[src/rtl/dti_pack.sv]
// Shared DTI CONDIS definitions: field positions, message types, entry states.
package dti_pack;

  localparam int unsigned MSG_TYPE_LSB    = 0;
  localparam int unsigned MSG_TYPE_MSB    = 3;
  localparam int unsigned STATE_BIT       = 4;
  localparam int unsigned TOK_LSB         = 8;
  localparam int unsigned TOK_MSB         = 15;
  localparam int unsigned MAX_TOK_DEFAULT = 16;

  typedef enum logic [1:0] {
    IDLE         = 2'd0,
    CONNECTED    = 2'd1,
    TRANSACTION  = 2'd2,
    DISCONNECTED = 2'd3
  } entry_state_t;

  // TBU -> TCU message types
  typedef enum logic [3:0] {
    DTI_TBU_CONDIS_REQ = 4'h0,
    DTI_TBU_TRANS_REQ  = 4'h2
  } s_msg_type_t;

  // TCU -> TBU message types
  typedef enum logic [3:0] {
    DTI_TBU_CONDIS_ACK = 4'h0,
    DTI_TBU_TRANS_RESP = 4'h2
  } m_msg_type_t;

  typedef struct packed {
    logic [7:0] tok;
    logic [2:0] rsvd;
    logic       state;
    logic [3:0] msg_type;
  } condis_fields_t;

endpackage

[src/rtl/dti_condis_mgr_if.sv]
// CONDIS request ingress (per TBU) and shared ack egress stream.
interface dti_condis_mgr_if #(
  parameter int unsigned TBU_NUM       = 2,
  parameter int unsigned TBU_NUM_WIDTH = 6,
  parameter int unsigned DATA_WIDTH    = 80
);
  logic [TBU_NUM-1:0]            s_req_valid;
  logic [TBU_NUM*DATA_WIDTH-1:0] s_req_data;
  logic [TBU_NUM-1:0]            s_req_ready;
  logic                          m_ack_valid;
  logic [DATA_WIDTH-1:0]         m_ack_data;
  logic [TBU_NUM_WIDTH-1:0]      m_ack_dest;
  logic                          m_ack_ready;

  modport slave (
    input  s_req_valid, s_req_data, m_ack_ready,
    output s_req_ready, m_ack_valid, m_ack_data, m_ack_dest
  );

  modport master (
    output s_req_valid, s_req_data, m_ack_ready,
    input  s_req_ready, m_ack_valid, m_ack_data, m_ack_dest
  );
endinterface

[src/rtl/dti_rr_arb.sv]
// N-way round-robin arbiter; pointer moves to winner+1 on an enabled grant.
module dti_rr_arb #(
  parameter int unsigned N  = 2,
  parameter int unsigned IW = (N > 1) ? $clog2(N) : 1
) (
  input  logic          clk,
  input  logic          rst_n,
  input  logic [N-1:0]  req_i,
  input  logic          adv_i,
  output logic [N-1:0]  gnt_o,
  output logic [IW-1:0] idx_o
);
  logic [IW-1:0] ptr_q;
  logic          found;
  int unsigned   j;

  // First requester at or after the pointer, wrapping around.
  always_comb begin
    gnt_o = '0;
    idx_o = '0;
    found = 1'b0;
    j     = 0;
    for (int unsigned k = 0; k < N; k++) begin
      j = (32'(ptr_q) + k) % N;
      if (!found && req_i[j]) begin
        found    = 1'b1;
        gnt_o[j] = 1'b1;
        idx_o    = IW'(j);
      end
    end
  end

  // Pointer advances past the winner only when the grant is taken.
  always_ff @(posedge clk or negedge rst_n) begin
    if (!rst_n) begin
      ptr_q <= '0;
    end else if (adv_i && found) begin
      ptr_q <= (32'(idx_o) == N - 1) ? '0 : idx_o + 1'b1;
    end
  end
endmodule

[src/rtl/dti_condis_mgr.sv]
// Per-TBU DTI connection manager: arbitrates CONDIS requests, tracks tokens.
module dti_condis_mgr
  import dti_pack::*;
#(
  parameter int unsigned TBU_NUM       = 2,
  parameter int unsigned TBU_NUM_WIDTH = 6,
  parameter int unsigned DATA_WIDTH    = 80,
  parameter int unsigned TOK_WIDTH     = 8,
  parameter int unsigned MAX_TOK       = MAX_TOK_DEFAULT
) (
  input  logic                   clk,
  input  logic                   rst_n,
  dti_condis_mgr_if.slave        condis,
  input  logic [TBU_NUM-1:0]     trans_issue,
  input  logic [TBU_NUM-1:0]     trans_done,
  output logic [2*TBU_NUM-1:0]   tbu_state,
  output logic [TBU_NUM-1:0]     err_pulse
);
  localparam int unsigned IDX_W = (TBU_NUM > 1) ? $clog2(TBU_NUM) : 1;
  localparam int unsigned FLD_W = $bits(condis_fields_t);

  logic [TBU_NUM-1:0]   eligible, gnt, ack_send, req_state;
  logic [TOK_WIDTH-1:0] ack_tok [TBU_NUM];
  logic [IDX_W-1:0]     win_idx;
  logic                 can_accept, new_ack;
  logic [DATA_WIDTH-1:0] ack_beat;

  logic                     ack_valid_q;
  logic [DATA_WIDTH-1:0]    ack_data_q;
  logic [TBU_NUM_WIDTH-1:0] ack_dest_q;

  assign can_accept = !ack_valid_q || condis.m_ack_ready;

  dti_rr_arb #(.N(TBU_NUM), .IW(IDX_W)) u_arb (
    .clk   (clk),
    .rst_n (rst_n),
    .req_i (eligible),
    .adv_i (can_accept),
    .gnt_o (gnt),
    .idx_o (win_idx)
  );

  assign condis.s_req_ready = can_accept ? gnt : '0;

  for (genvar i = 0; i < TBU_NUM; i++) begin : g_tbu
    condis_fields_t       f;
    entry_state_t         st_q, st_d;
    logic [TOK_WIDTH-1:0] cnt_q, cnt_d, gr_q, gr_d, treq, capped;
    logic                 err_q, err_d, is_req, accept, live;
    logic                 unused_bits;

    assign f      = condis.s_req_data[i*DATA_WIDTH +: FLD_W];
    assign unused_bits = ^{f.rsvd, condis.s_req_data[i*DATA_WIDTH+FLD_W +: DATA_WIDTH-FLD_W]};
    assign is_req = (f.msg_type == DTI_TBU_CONDIS_REQ);
    assign accept = condis.s_req_ready[i];
    assign treq   = TOK_WIDTH'(f.tok);
    assign capped = (treq > TOK_WIDTH'(MAX_TOK)) ? TOK_WIDTH'(MAX_TOK) : treq;

    // A disconnect is held back while translations are outstanding.
    assign eligible[i]  = condis.s_req_valid[i] &&
                          !(is_req && !f.state && st_q == TRANSACTION);
    assign ack_send[i]  = is_req;
    assign req_state[i] = f.state;
    assign ack_tok[i]   = (f.state && st_q == IDLE) ? capped : '0;

    // Next state: counter first (pre-accept state), then request handling.
    always_comb begin
      st_d  = st_q;
      cnt_d = cnt_q;
      gr_d  = gr_q;
      err_d = 1'b0;
      live  = (st_q == CONNECTED) || (st_q == TRANSACTION);
      if (!(trans_issue[i] && trans_done[i] && live && cnt_q != '0)) begin
        if (trans_issue[i]) begin
          if (live && cnt_q != gr_q) cnt_d = cnt_d + 1'b1;
          else                       err_d = 1'b1;
        end
        if (trans_done[i]) begin
          if (cnt_q != '0) cnt_d = cnt_d - 1'b1;
          else             err_d = 1'b1;
        end
      end
      if (st_q == CONNECTED && cnt_d != '0)   st_d = TRANSACTION;
      if (st_q == TRANSACTION && cnt_d == '0) st_d = CONNECTED;
      if (st_q == DISCONNECTED) begin
        st_d = IDLE;
        gr_d = '0;
      end
      if (accept) begin
        if (!is_req) begin
          err_d = 1'b1;
        end else if (f.state) begin
          if (st_q == IDLE) begin
            st_d = CONNECTED;
            gr_d = capped;
          end else begin
            err_d = 1'b1;
          end
        end else if (st_q == CONNECTED) begin
          st_d = DISCONNECTED;
        end else begin
          err_d = 1'b1;
        end
      end
    end

    // Per-TBU state, outstanding count, granted tokens and error flag.
    always_ff @(posedge clk or negedge rst_n) begin
      if (!rst_n) begin
        st_q  <= IDLE;
        cnt_q <= '0;
        gr_q  <= '0;
        err_q <= 1'b0;
      end else begin
        st_q  <= st_d;
        cnt_q <= cnt_d;
        gr_q  <= gr_d;
        err_q <= err_d;
      end
    end

    assign tbu_state[2*i +: 2] = st_q;
    assign err_pulse[i]        = err_q;
  end

  assign new_ack = (|condis.s_req_ready) && ack_send[win_idx];

  // Ack beat for the current winner.
  always_comb begin
    ack_beat = '0;
    ack_beat[MSG_TYPE_MSB:MSG_TYPE_LSB] = DTI_TBU_CONDIS_ACK;
    ack_beat[STATE_BIT]                 = req_state[win_idx];
    ack_beat[TOK_MSB:TOK_LSB]           = (TOK_MSB-TOK_LSB+1)'(ack_tok[win_idx]);
  end

  // Single-entry ack register; refills in the same cycle it drains.
  always_ff @(posedge clk or negedge rst_n) begin
    if (!rst_n) begin
      ack_valid_q <= 1'b0;
      ack_data_q  <= '0;
      ack_dest_q  <= '0;
    end else if (can_accept) begin
      ack_valid_q <= new_ack;
      if (new_ack) begin
        ack_data_q <= ack_beat;
        ack_dest_q <= TBU_NUM_WIDTH'(win_idx);
      end
    end
  end

  assign condis.m_ack_valid = ack_valid_q;
  assign condis.m_ack_data  = ack_data_q;
  assign condis.m_ack_dest  = ack_dest_q;
endmodule

[src/flat_wrapper.sv]
// flat-port wrapper written by rule: the top's interface ports become plain ports
module dti_condis_mgr_flat import dti_pack::*;
#(
  parameter int unsigned TBU_NUM       = 2,
  parameter int unsigned TBU_NUM_WIDTH = 6,
  parameter int unsigned DATA_WIDTH    = 80,
  parameter int unsigned TOK_WIDTH     = 8,
  parameter int unsigned MAX_TOK       = MAX_TOK_DEFAULT
)
  (clk, rst_n, trans_issue, trans_done, tbu_state, err_pulse, condis_s_req_valid, condis_s_req_data, condis_m_ack_ready, condis_s_req_ready, condis_m_ack_valid, condis_m_ack_data, condis_m_ack_dest);
  dti_condis_mgr_if #(.TBU_NUM(TBU_NUM), .TBU_NUM_WIDTH(TBU_NUM_WIDTH), .DATA_WIDTH(DATA_WIDTH)) condis_i ();
  input  logic clk;
  input  logic rst_n;
  input  logic [TBU_NUM-1:0] trans_issue;
  input  logic [TBU_NUM-1:0] trans_done;
  output logic [2*TBU_NUM-1:0] tbu_state;
  output logic [TBU_NUM-1:0] err_pulse;
  input wire logic [$bits(condis_i.s_req_valid)-1:0] condis_s_req_valid;
  input wire logic [$bits(condis_i.s_req_data)-1:0] condis_s_req_data;
  input wire logic [$bits(condis_i.m_ack_ready)-1:0] condis_m_ack_ready;
  output wire logic [$bits(condis_i.s_req_ready)-1:0] condis_s_req_ready;
  output wire logic [$bits(condis_i.m_ack_valid)-1:0] condis_m_ack_valid;
  output wire logic [$bits(condis_i.m_ack_data)-1:0] condis_m_ack_data;
  output wire logic [$bits(condis_i.m_ack_dest)-1:0] condis_m_ack_dest;
  assign condis_i.s_req_valid = condis_s_req_valid;
  assign condis_i.s_req_data = condis_s_req_data;
  assign condis_i.m_ack_ready = condis_m_ack_ready;
  assign condis_s_req_ready = condis_i.s_req_ready;
  assign condis_m_ack_valid = condis_i.m_ack_valid;
  assign condis_m_ack_data = condis_i.m_ack_data;
  assign condis_m_ack_dest = condis_i.m_ack_dest;
  dti_condis_mgr #(.TBU_NUM(TBU_NUM), .TBU_NUM_WIDTH(TBU_NUM_WIDTH), .DATA_WIDTH(DATA_WIDTH), .TOK_WIDTH(TOK_WIDTH), .MAX_TOK(MAX_TOK)) u_core (.clk(clk), .rst_n(rst_n), .condis(condis_i), .trans_issue(trans_issue), .trans_done(trans_done), .tbu_state(tbu_state), .err_pulse(err_pulse));
endmodule
[config.mk]
export PLATFORM = sky130hd
export DESIGN_NAME = dti_condis_mgr_flat
export DESIGN_NICKNAME = d
export VERILOG_FILES = /design/src/rtl/dti_pack.sv /design/src/rtl/dti_condis_mgr_if.sv /design/src/rtl/dti_rr_arb.sv /design/src/rtl/dti_condis_mgr.sv /design/src/flat_wrapper.sv
export SDC_FILE = /design/constraint.sdc
export NUM_CORES = 1
export LEC_CHECK = 0
export ABC_AREA = 0
export CORE_AREA = 2 2 103 105
export CTS_BUF_LIST = sky130_fd_sc_hd__clkbuf_4
export CTS_CLUSTER_SIZE = 16
export DETAILED_ROUTE_END_ITERATION = 16
export DIE_AREA = 0 0 105 107
export DONT_BUFFER_PORTS = 1
export GPL_ROUTABILITY_DRIVEN = 0
export PLACE_DENSITY = 0.6
export SLEW_MARGIN = 20
export SYNTH_ARGS = -nofsm -noshare
export SYNTH_HDL_FRONTEND = slang
export SYNTH_SLANG_ARGS = --single-unit
[constraint.sdc]
create_clock -name clk -period 3.3 [get_ports clk]
set_input_delay 0.66 -clock clk [delete_from_list [all_inputs] [get_ports clk]]
set_output_delay 0.66 -clock clk [all_outputs]
set_load 0.01 [all_outputs]
==> impl_results.rst, run 1 <==
.. list-table::
   :header-rows: 1

   * - Metric
     - Value
   * - Cell with the largest stage delay on the worst path
     - sky130_fd_sc_hd__or4b_4
   * - Number of standard-cell rows in the floorplan
     - 37
   * - Element type at the critical path end
     - flip-flop
   * - Startpoint of the worst-slack reg-to-reg timing path
     - u_core.g_tbu[1].cnt_q[2]$_DFF_PN0_
   * - Global-route wire length before repair
     - roughly 16 mm
   * - Gr usage total
     - around 17%
   * - Pwr dens
     - ~740 mW/mm^2
   * - Combinational share of power
     - 60.1%
   * - Hold Fails Final Rpt
     - 0
   * - DRC errors left
     - 0
   * - Post-CTS setup buffer count
     - 0
   * - Largest cells by area after synthesis
     - sky130_fd_sc_hd__dfrtp_1 29%, sky130_fd_sc_hd__buf_4 14%, sky130_fd_sc_hd__xnor2_1 5.5%
   * - Cell Int Power
     - 0.00179 W
   * - Number of antenna diodes
     - 0
   * - Period utilisation layout
     - between 90% and 100%
   * - Sum of met3 wire segment lengths after detailed routing
     - just under 800 um
   * - Post-Route Skew
     - about 21 ps
   * - Lkg Pwr
     - approximately 1.9 nW
   * - Ordered list of cells on the worst path
     - buf_4 > or4b_4 > o21ai_2 > buf_4 > nor2_1 > a211oi_2 > o22ai_1 > nor4_2 > o2111ai_2 > a311o_1 > a22oi_2
   * - Wl on met1
     - roughly 4.5 mm
   * - Setup slack at placement
     - 19.1 ps
   * - Count of flip-flops with a built-in enable after synthesis
     - 0
   * - Capture point of the critical path
     - u_core.g_tbu[1].st_q[0]$_DFF_PN0_
   * - Net Sw Power
     - approximately 0.0015 W
   * - R2R depth
     - 11
   * - Total of max-cap violations
     - 0
   * - Full die area
     - between 0.01 and 0.015 mm^2
   * - Worst setup path startpoint
     - u_core.g_tbu[1].cnt_q[2]$_DFF_PN0_
   * - Dominant cell type by area after synthesis
     - sky130_fd_sc_hd__dfrtp_1
   * - Count of buffers inserted at the top-level ports
     - 0
   * - WP data required
     - about 3600 ps
   * - DR vias/cell
     - 5.43
   * - Sequential fraction of the synthesis area
     - around 29%
   * - Worst slew margin relative to its limit
     - slightly above 60%
   * - Area taken by flip-flops and latches
     - 0.00125 mm^2
   * - Buffer depth of the longest clock path
     - 2
   * - Clock tree from TritonCTS
     - yes
   * - Power share of the sequential group
     - 28.8%
   * - Worst ir drop on vdd
     - between 300 and 400 uV
   * - R2R setup slack
     - 120 ps
   * - Hold crit path type
     - input port to async pin
   * - Critical path class
     - flip-flop to flip-flop
   * - Per-instance average area after synthesis
     - slightly below 9 um^2
   * - Clock-pin slew of the registers on the worst-case setup and hold paths
     - between 150 and 200 ps
   * - Main synth FF type
     - sky130_fd_sc_hd__dfrtp_1
   * - Die span in y
     - between 100 and 150 um
   * - Final-report setup violation count
     - 0
   * - Pwr Total
     - around 0.0033 W
   * - Max Fanout on Critical Path
     - 9
   * - Starting density of the core
     - roughly 43%
   * - Average detailed-routed wire length per instance
     - between 15 and 20 um
   * - Post-synthesis instance total
     - around 500
   * - Top Ports
     - between 200 and 300
   * - Final wirelength
     - ~10 mm
   * - Number of buffers created by CTS
     - 5
   * - Worst-case setup margin in the final layout
     - approximately 120 ps
   * - Overflow left after global routing
     - 0
   * - Delay of the slowest cell on the worst path
     - 540 ps
   * - Number of sinks driven by the clock tree
     - 50
   * - Most common cell in the synthesized netlist
     - sky130_fd_sc_hd__buf_4
   * - Vias in the first global route
     - roughly 3300
   * - Highest clock frequency the design can meet
     - ~0.31 GHz
   * - Synth warnings
     - 0
   * - Area share of the leading cell type in the synthesized netlist
     - 29.1%
   * - Final critical path time including I/O delays and setup
     - about 3200 ps
   * - Arrival @ worst endpoint
     - between 3000 and 4000 ps
   * - Cell variety after synth
     - between 70 and 80
   * - Highest metal used
     - met4
   * - Switching portion of total power
     - about 46%
   * - Top cell by count, worst path
     - sky130_fd_sc_hd__buf_4
   * - Most common library cells after synthesis
     - 80 x sky130_fd_sc_hd__buf_4, 50 x sky130_fd_sc_hd__dfrtp_1, 32 x sky130_fd_sc_hd__nor2_1, 27 x sky130_fd_sc_hd__xnor2_1, 25 x sky130_fd_sc_hd__nand2_1
   * - Synthesis-stage register bit count
     - 50
   * - Share of layout cells above drive strength 1
     - between 10% and 20%
   * - Root Buffer Master
     - sky130_fd_sc_hd__clkbuf_4
   * - Initial DRC Count
     - 250
   * - Number of nets with antenna violations after detailed routing
     - 0
   * - Number of H-tree levels
     - 2
   * - Maximum number of pins on one net before global-route repair
     - 51
   * - Filler cell count in the final layout
     - around 1000
   * - Synthesis-to-finish area growth
     - 4.90%
   * - Via count of the routed design
     - around 3500
   * - Total area of multi-input combinational cells
     - 0.00263 mm^2
   * - Post-DP HPWL
     - slightly below 8 mm
   * - Worst setup SP type
     - flip-flop
   * - Capture point of the worst reg-to-reg path
     - u_core.g_tbu[1].st_q[0]$_DFF_PN0_
   * - Slew at the pin closest to its max-slew limit
     - around 560 ps
   * - Core box area
     - 0.0101 mm^2
   * - Synthesized area
     - 0.00429 mm^2
   * - First-pass DRT Iterations
     - 4
   * - Number of pins exceeding their max-slew limit in the final report
     - 0
   * - Setup repair after global routing missed its margin
     - yes
   * - Final layout net count
     - roughly 700
   * - Async set-or-reset flop fraction in the synthesized netlist
     - 100%
   * - Result of the run
     - finished, final reports clean
   * - Source-to-sink clock delay at the later pin of the worst-skew pair
     - ~370 ps
   * - Antenna violations before repair
     - 0
   * - Met2 WL post-DR
     - around 4.6 mm
   * - Share of total power in the clock network
     - ~11%
   * - Die Wd
     - between 100 and 150 um
==> cells by family after synthesis <==
| group | count (synthesis) | share of synthesized area [%] |
|---|---|---|
| and+or+nand+nor | 164 | 21.5 |
| buffers and inverters | 115 | 18.0 |
| AOI/OAI and AO/OA | 107 | 18.7 |
| DFF | 50 | 29.1 |
| xor gates and xnor gates | 30 | 6.12 |
| adders and majority gates | 14 | 4.08 |
| muxes | 10 | 2.42 |
| other | 1 | 0.0874 |
==> critical path: cells and delay by family, from the launching register on <==
family,cells,cell delay [ps]
DFF,1,460
AOI/OAI and AO/OA,6,1270
and+or+nand+nor,3,980
buffers and inverters,2,390
==> state kept, by name, indices dropped and copies added (netlist names) <==
| signal | cells |
|---|---|
| u_core.condis.m_ack_valid | 1 |
| u_core.g_tbu.st_q | 4 |
| u_core.u_arb.ptr_q | 1 |
| u_core.g_tbu.cnt_q | 16 |
| u_core.condis.m_ack_data | 9 |
| u_core.g_tbu.err_q | 2 |
| u_core.condis.m_ack_dest | 1 |
| u_core.g_tbu.gr_q | 16 |
==> worst min-delay path by stage <==
stage	start	endpoint	slack, ps	cells after the start
3_3_place_gp	rst_n	u_core.g_tbu[1].err_q$_DFF_PN0_	370	0
3_5_place_dp	rst_n	u_core.g_tbu[1].err_q$_DFF_PN0_	370	0
2_1_floorplan	rst_n	u_core.condis.m_ack_data[10]$_DFFE_PN0P_	360	0
6_report	rst_n	u_core.g_tbu[1].err_q$_DFF_PN0_	100	1
4_1_cts	rst_n	u_core.g_tbu[1].err_q$_DFF_PN0_	120	1
5_1_grt	rst_n	u_core.g_tbu[1].err_q$_DFF_PN0_	100	1
==> placed cells by master (no fill, tap or decap), types with 5 or more instances in the layout <==
cell type                   n
sky130_fd_sc_hd__xnor2_1   26
sky130_fd_sc_hd__and3_1     6
sky130_fd_sc_hd__o21a_1     6
sky130_fd_sc_hd__inv_1     20
sky130_fd_sc_hd__a21oi_1   14
sky130_fd_sc_hd__o211ai_1   9
sky130_fd_sc_hd__dfrtp_1   48
sky130_fd_sc_hd__conb_1    76
sky130_fd_sc_hd__nand2_1   25
sky130_fd_sc_hd__o31ai_1    5
sky130_fd_sc_hd__or3_1      8
sky130_fd_sc_hd__and2_1    15
sky130_fd_sc_hd__a31oi_1    9
sky130_fd_sc_hd__mux2i_1    7
sky130_fd_sc_hd__buf_4     35
sky130_fd_sc_hd__nand4_1    8
sky130_fd_sc_hd__a22o_1     9
sky130_fd_sc_hd__o21ai_0   13
sky130_fd_sc_hd__nand3_1   19
sky130_fd_sc_hd__clkbuf_4   6
sky130_fd_sc_hd__or4_1      5
sky130_fd_sc_hd__nor2_1    32
sky130_fd_sc_hd__nor3_1    10
sky130_fd_sc_hd__ha_1      12
==> metrics by stage <==
stage	std cells	area [um^2]	hold slack (ps)	TNS, ps	utilization [%]
2_1_floorplan	566	4570	364	0	-
3_3_place_gp	642	4310	367	0	42.7
3_5_place_dp	642	4310	367	0	42.7
4_1_cts	651	4430	116	0	43.9
5_1_grt	651	4500	99.4	-37.5	44.6
6_report	651	4500	104	0	44.6
==> area by class of cell <==
cell class	count	area share (%)
Tap cell	136	3.78
Multi-Input combinational cell	401	58.4
Timing Repair Buffer	36	6.45
Clock inverter	2	0.834
Clock buffer	6	1.00
Inverter	20	1.67
Sequential cell	50	27.8
==> routing by layer <==
metal / global-route usage [%] / vias to the layer above
met2: 27.8 / 170
li1: - / 1655
met5: 0 / -
met3: 4.07 / 16
met4: 4.95 / 0
met1: 23.4 / 1691
==> power by group through the flow <==
stage / clock, W / sequential (W) / combinational (W)
detailed placement: 0 / 0.000962 / 0.00186
floorplan: 0 / 0.000914 / 0.00149
global placement: 0 / 0.000962 / 0.00181
CTS: 0.000380 / 0.000952 / 0.00190
global route: 0.000405 / 0.000978 / 0.00219
finish: 0.000371 / 0.000956 / 0.00200
==> timing repair <==
| action | CTS | global route |
|---|---|---|
| hold buffers | 1 | 0 |
| cloned | 0 | 0 |
| pin swaps | 0 | 4 |
| endpoints found under the setup margin | 1 | 4 |
| endpoints found under the hold margin | 50 | 0 |
| resized for setup | 2 | 17 |
Note: power is estimated with default switching activity, not from simulation.
==> run 2, diff against run 1 <==
--- a/config.mk
+++ b/config.mk
@@ -6,14 +6,12 @@
 export NUM_CORES = 1
 export LEC_CHECK = 0
 export ABC_AREA = 0
-export CORE_AREA = 2 2 103 105
+export CORE_UTILIZATION = 39
 export CTS_BUF_LIST = sky130_fd_sc_hd__clkbuf_4
 export CTS_CLUSTER_SIZE = 16
 export DETAILED_ROUTE_END_ITERATION = 16
-export DIE_AREA = 0 0 105 107
-export DONT_BUFFER_PORTS = 1
 export GPL_ROUTABILITY_DRIVEN = 0
-export PLACE_DENSITY = 0.6
+export PLACE_DENSITY = 0.87
 export SLEW_MARGIN = 20
 export SYNTH_ARGS = -nofsm -noshare
 export SYNTH_HDL_FRONTEND = slang
==> run 2 against run 1 <==
Cell count rose by 11%. Global-route usage rose by 1.3 points. Die area rose by 1.7%. Clock power fell by 23%. Register-to-register slack got worse by 30 ps. Clock skew fell by 9.5 ps. Hold slack improved by 270 ps. Combinational power rose by 11%. Wire length rose by 8.8%. Non-clock buffer count rose by 70. Flip-flop and latch count did not move. Critical path type is now input port to primary output. Largest cell class unchanged. Largest power group unchanged.
==> impl_results.rst, run 2 (same netlist as run 1, synthesis figures left out) <==
.. list-table::
   :header-rows: 1

   * - Metric
     - Value
   * - DRC errors left
     - 0 (unchanged)
   * - Number of standard-cell rows in the floorplan
     - 37 (unchanged)
   * - Post-route design area
     - 0.00511 mm^2 (+13%)
   * - Element type at the critical path end
     - primary output
   * - Overflow left after global routing
     - 0 (unchanged)
   * - Final critical path time including I/O delays and setup
     - 3250 ps (+68.4 ps)
   * - Critical path's top delay family
     - buffers and inverters
   * - Arrival @ worst endpoint
     - 2590 ps (-900 ps)
   * - Delay of the slowest cell on the worst path
     - 560 ps (+20 ps)
   * - Worst ir drop on vdd
     - 388 uV (+5.4%)
   * - Worst slew margin relative to its limit
     - 43.6% (-19 points)
   * - Root Buffer Master
     - sky130_fd_sc_hd__clkbuf_4
   * - Top Ports
     - 264 (unchanged)
   * - Final-report setup violation count
     - 0 (unchanged)
   * - Hold Fails Final Rpt
     - 0 (unchanged)
   * - Antenna violations before repair
     - 1 (+1)
   * - Hold crit path type
     - input port to async pin
   * - Initial DRC Count
     - 343 (+37%)
   * - First-pass DRT Iterations
     - 5 (+1)
   * - Total area of multi-input combinational cells
     - 0.00264 mm^2 (+0.14%)
   * - Slew at the pin closest to its max-slew limit
     - 847 ps (+287 ps)
   * - Worst setup SP type
     - input port
   * - Starting density of the core
     - 40.9% (-1.7 points)
   * - Pwr dens
     - 678 mW/mm^2 (-8.1%)
   * - Synthesis-to-finish area growth
     - 19.0%
   * - Cell with the largest stage delay on the worst path
     - sky130_fd_sc_hd__or4_1
   * - Ordered list of cells on the worst path
     - clkdlybuf4s50_1 > or4_1 > o21ai_2 > buf_4 > nand2b_1 > a21o_1 > inv_1 > dlygate4sd2_1
   * - Average detailed-routed wire length per instance
     - 15.2 um (-1.7%)
   * - Total of max-cap violations
     - 0 (unchanged)
   * - Number of sinks driven by the clock tree
     - 50 (unchanged)
   * - Worst hold margin
     - 374 ps (+270 ps)
   * - Number of pins exceeding their max-slew limit in the final report
     - 0 (unchanged)
   * - Commonest cells after routing, fill and taps aside
     - 76 x sky130_fd_sc_hd__conb_1, 52 x sky130_fd_sc_hd__buf_4, 50 x sky130_fd_sc_hd__clkdlybuf4s50_1, 47 x sky130_fd_sc_hd__dfrtp_1, 32 x sky130_fd_sc_hd__nor2_1
   * - Global-route wire length before repair
     - 17.2 mm (+8.0%)
   * - Die span in y
     - 107 um (about the same)
   * - Leading cell type in the layout, fill and taps excluded
     - sky130_fd_sc_hd__conb_1
   * - Filler cell count in the final layout
     - 930 (-8.6%)
   * - Core box area
     - 0.0105 mm^2 (+4.1%)
   * - Via count of the routed design
     - 3949 (+12%)
   * - Maximum number of pins on one net before global-route repair
     - 38 (-25%)
   * - WP data required
     - 2640 ps (-970 ps)
   * - Post-DP HPWL
     - 8.42 mm (+6.4%)
   * - Buffer depth of the longest clock path
     - 2 (unchanged)
   * - Buffering stage count on the worst path with inverters included
     - 4 (+2)
   * - Share of layout cells above drive strength 1
     - 17.5% (+1.2 points)
   * - Die Wd
     - 107 um (+1.8%)
   * - Count of buffers inserted at the top-level ports
     - 53 (+53)
   * - Source-to-sink clock delay at the later pin of the worst-skew pair
     - 370 ps (about the same)
   * - Number of nets with antenna violations after detailed routing
     - 0 (unchanged)
   * - Number of buffers created by CTS
     - 5 (unchanged)
   * - Gr usage total
     - 18.7% (+1.3 points)
   * - Result of the run
     - finished, final reports clean
   * - Period utilisation layout
     - 98.5% (+2.1 points)
   * - Post-Route Skew
     - 11.7 ps (-9.47 ps)
   * - Highest clock frequency the design can meet
     - 0.308 GHz (-2.1%)
   * - Setup repair after global routing missed its margin
     - yes
   * - Cell area after placement
     - 0.00492 mm^2 (+14%)
   * - Critical path class
     - input port to primary output
   * - Lkg Pwr
     - 2.21 nW (+14%)
   * - Clock-pin slew of the registers on the worst-case setup and hold paths
     - 160 ps (about the same)
   * - DR vias/cell
     - 5.48 (+0.95%)
   * - Clock tree from TritonCTS
     - yes
   * - Post-Route Setup TNS
     - 0 ps (unchanged)
   * - Area taken by flip-flops and latches
     - 0.00125 mm^2 (about the same)
   * - Final layout net count
     - 767 (+10%)
   * - Full die area
     - 0.0114 mm^2 (+1.7%)
   * - Vias in the first global route
     - 3616 (+10%)
   * - Max Fanout on Critical Path
     - 3 (-6)
   * - Number of H-tree levels
     - 2 (unchanged)
   * - Final wirelength
     - 10.9 mm (+8.8%)
-- run 2: through the flow --
stage	std cells	setup slack (ps)	util (%)	power, W
finish	721	50.7	48.6	0.00346
global route	721	-27.0	48.6	0.00370
CTS	713	1.16	47.3	0.00332
detailed placement	706	-307	46.8	0.00302
global placement	706	-210	46.8	0.00291
floorplan	566	214	-	0.00240
-- run 2: area by class of cell --
cell class                      count  share of cell area [%]
Multi-Input combinational cell    401                    51.6
Tap cell                          136                    3.33
Inverter                           20                    1.47
Antenna cell                        1                  0.0490
Timing Repair Buffer              106                    18.0
Clock buffer                        5                   0.735
Sequential cell                    50                    24.6
Clock inverter                      2                   0.269
-- run 2: timing repair --
item | 4_1_cts | 5_1_grt
pin swaps | 1 | 3
setup endpoints to repair | 4 | 5
buffers inserted | 0 | 7
resized for setup | 5 | 20
cloned | 0 | 0
hold buffers | 0 | 0
-- run 2: routing by layer --
layer | track usage, % | vias up | share of wire, %
li1 | - | 1797 | -
met1 | 23.8 | 1893 | 43
met2 | 31.7 | 229 | 48
met3 | 2.19 | 30 | 5.8
met4 | 8.41 | 0 | 3.0
met5 | 0 | - | 0
-- run 2: final timing paths --
kind,slack (ps),startpoint,end,cells past startpoint
worst max-delay path,50,condis_s_req_data[1],condis_s_req_ready[0],8
worst min-delay path,370,rst_n,u_core.g_tbu[0].cnt_q[6]$_DFF_PN0_,1
worst max register to register,90,u_core.g_tbu[1].cnt_q[1]$_DFF_PN0_,u_core.g_tbu[1].st_q[1]$_DFF_PN0_,13
worst min register to register,510,u_core.condis.m_ack_data[14]$_DFFE_PN0P_,u_core.condis.m_ack_data[14]$_DFFE_PN0P_,1
max in group asynchronous,2290,rst_n,u_core.u_arb.ptr_q$_DFFE_PN0P_,2
min in group clk,510,u_core.condis.m_ack_data[14]$_DFFE_PN0P_,u_core.condis.m_ack_data[14]$_DFFE_PN0P_,1
-- run 2: power breakdown --
part	total, W	switching, W	internal, W
Sequential	0.000955	0.000176	0.000779
Clock	0.000287	0.000206	0.0000813
Combinational	0.00222	0.00121	0.00101
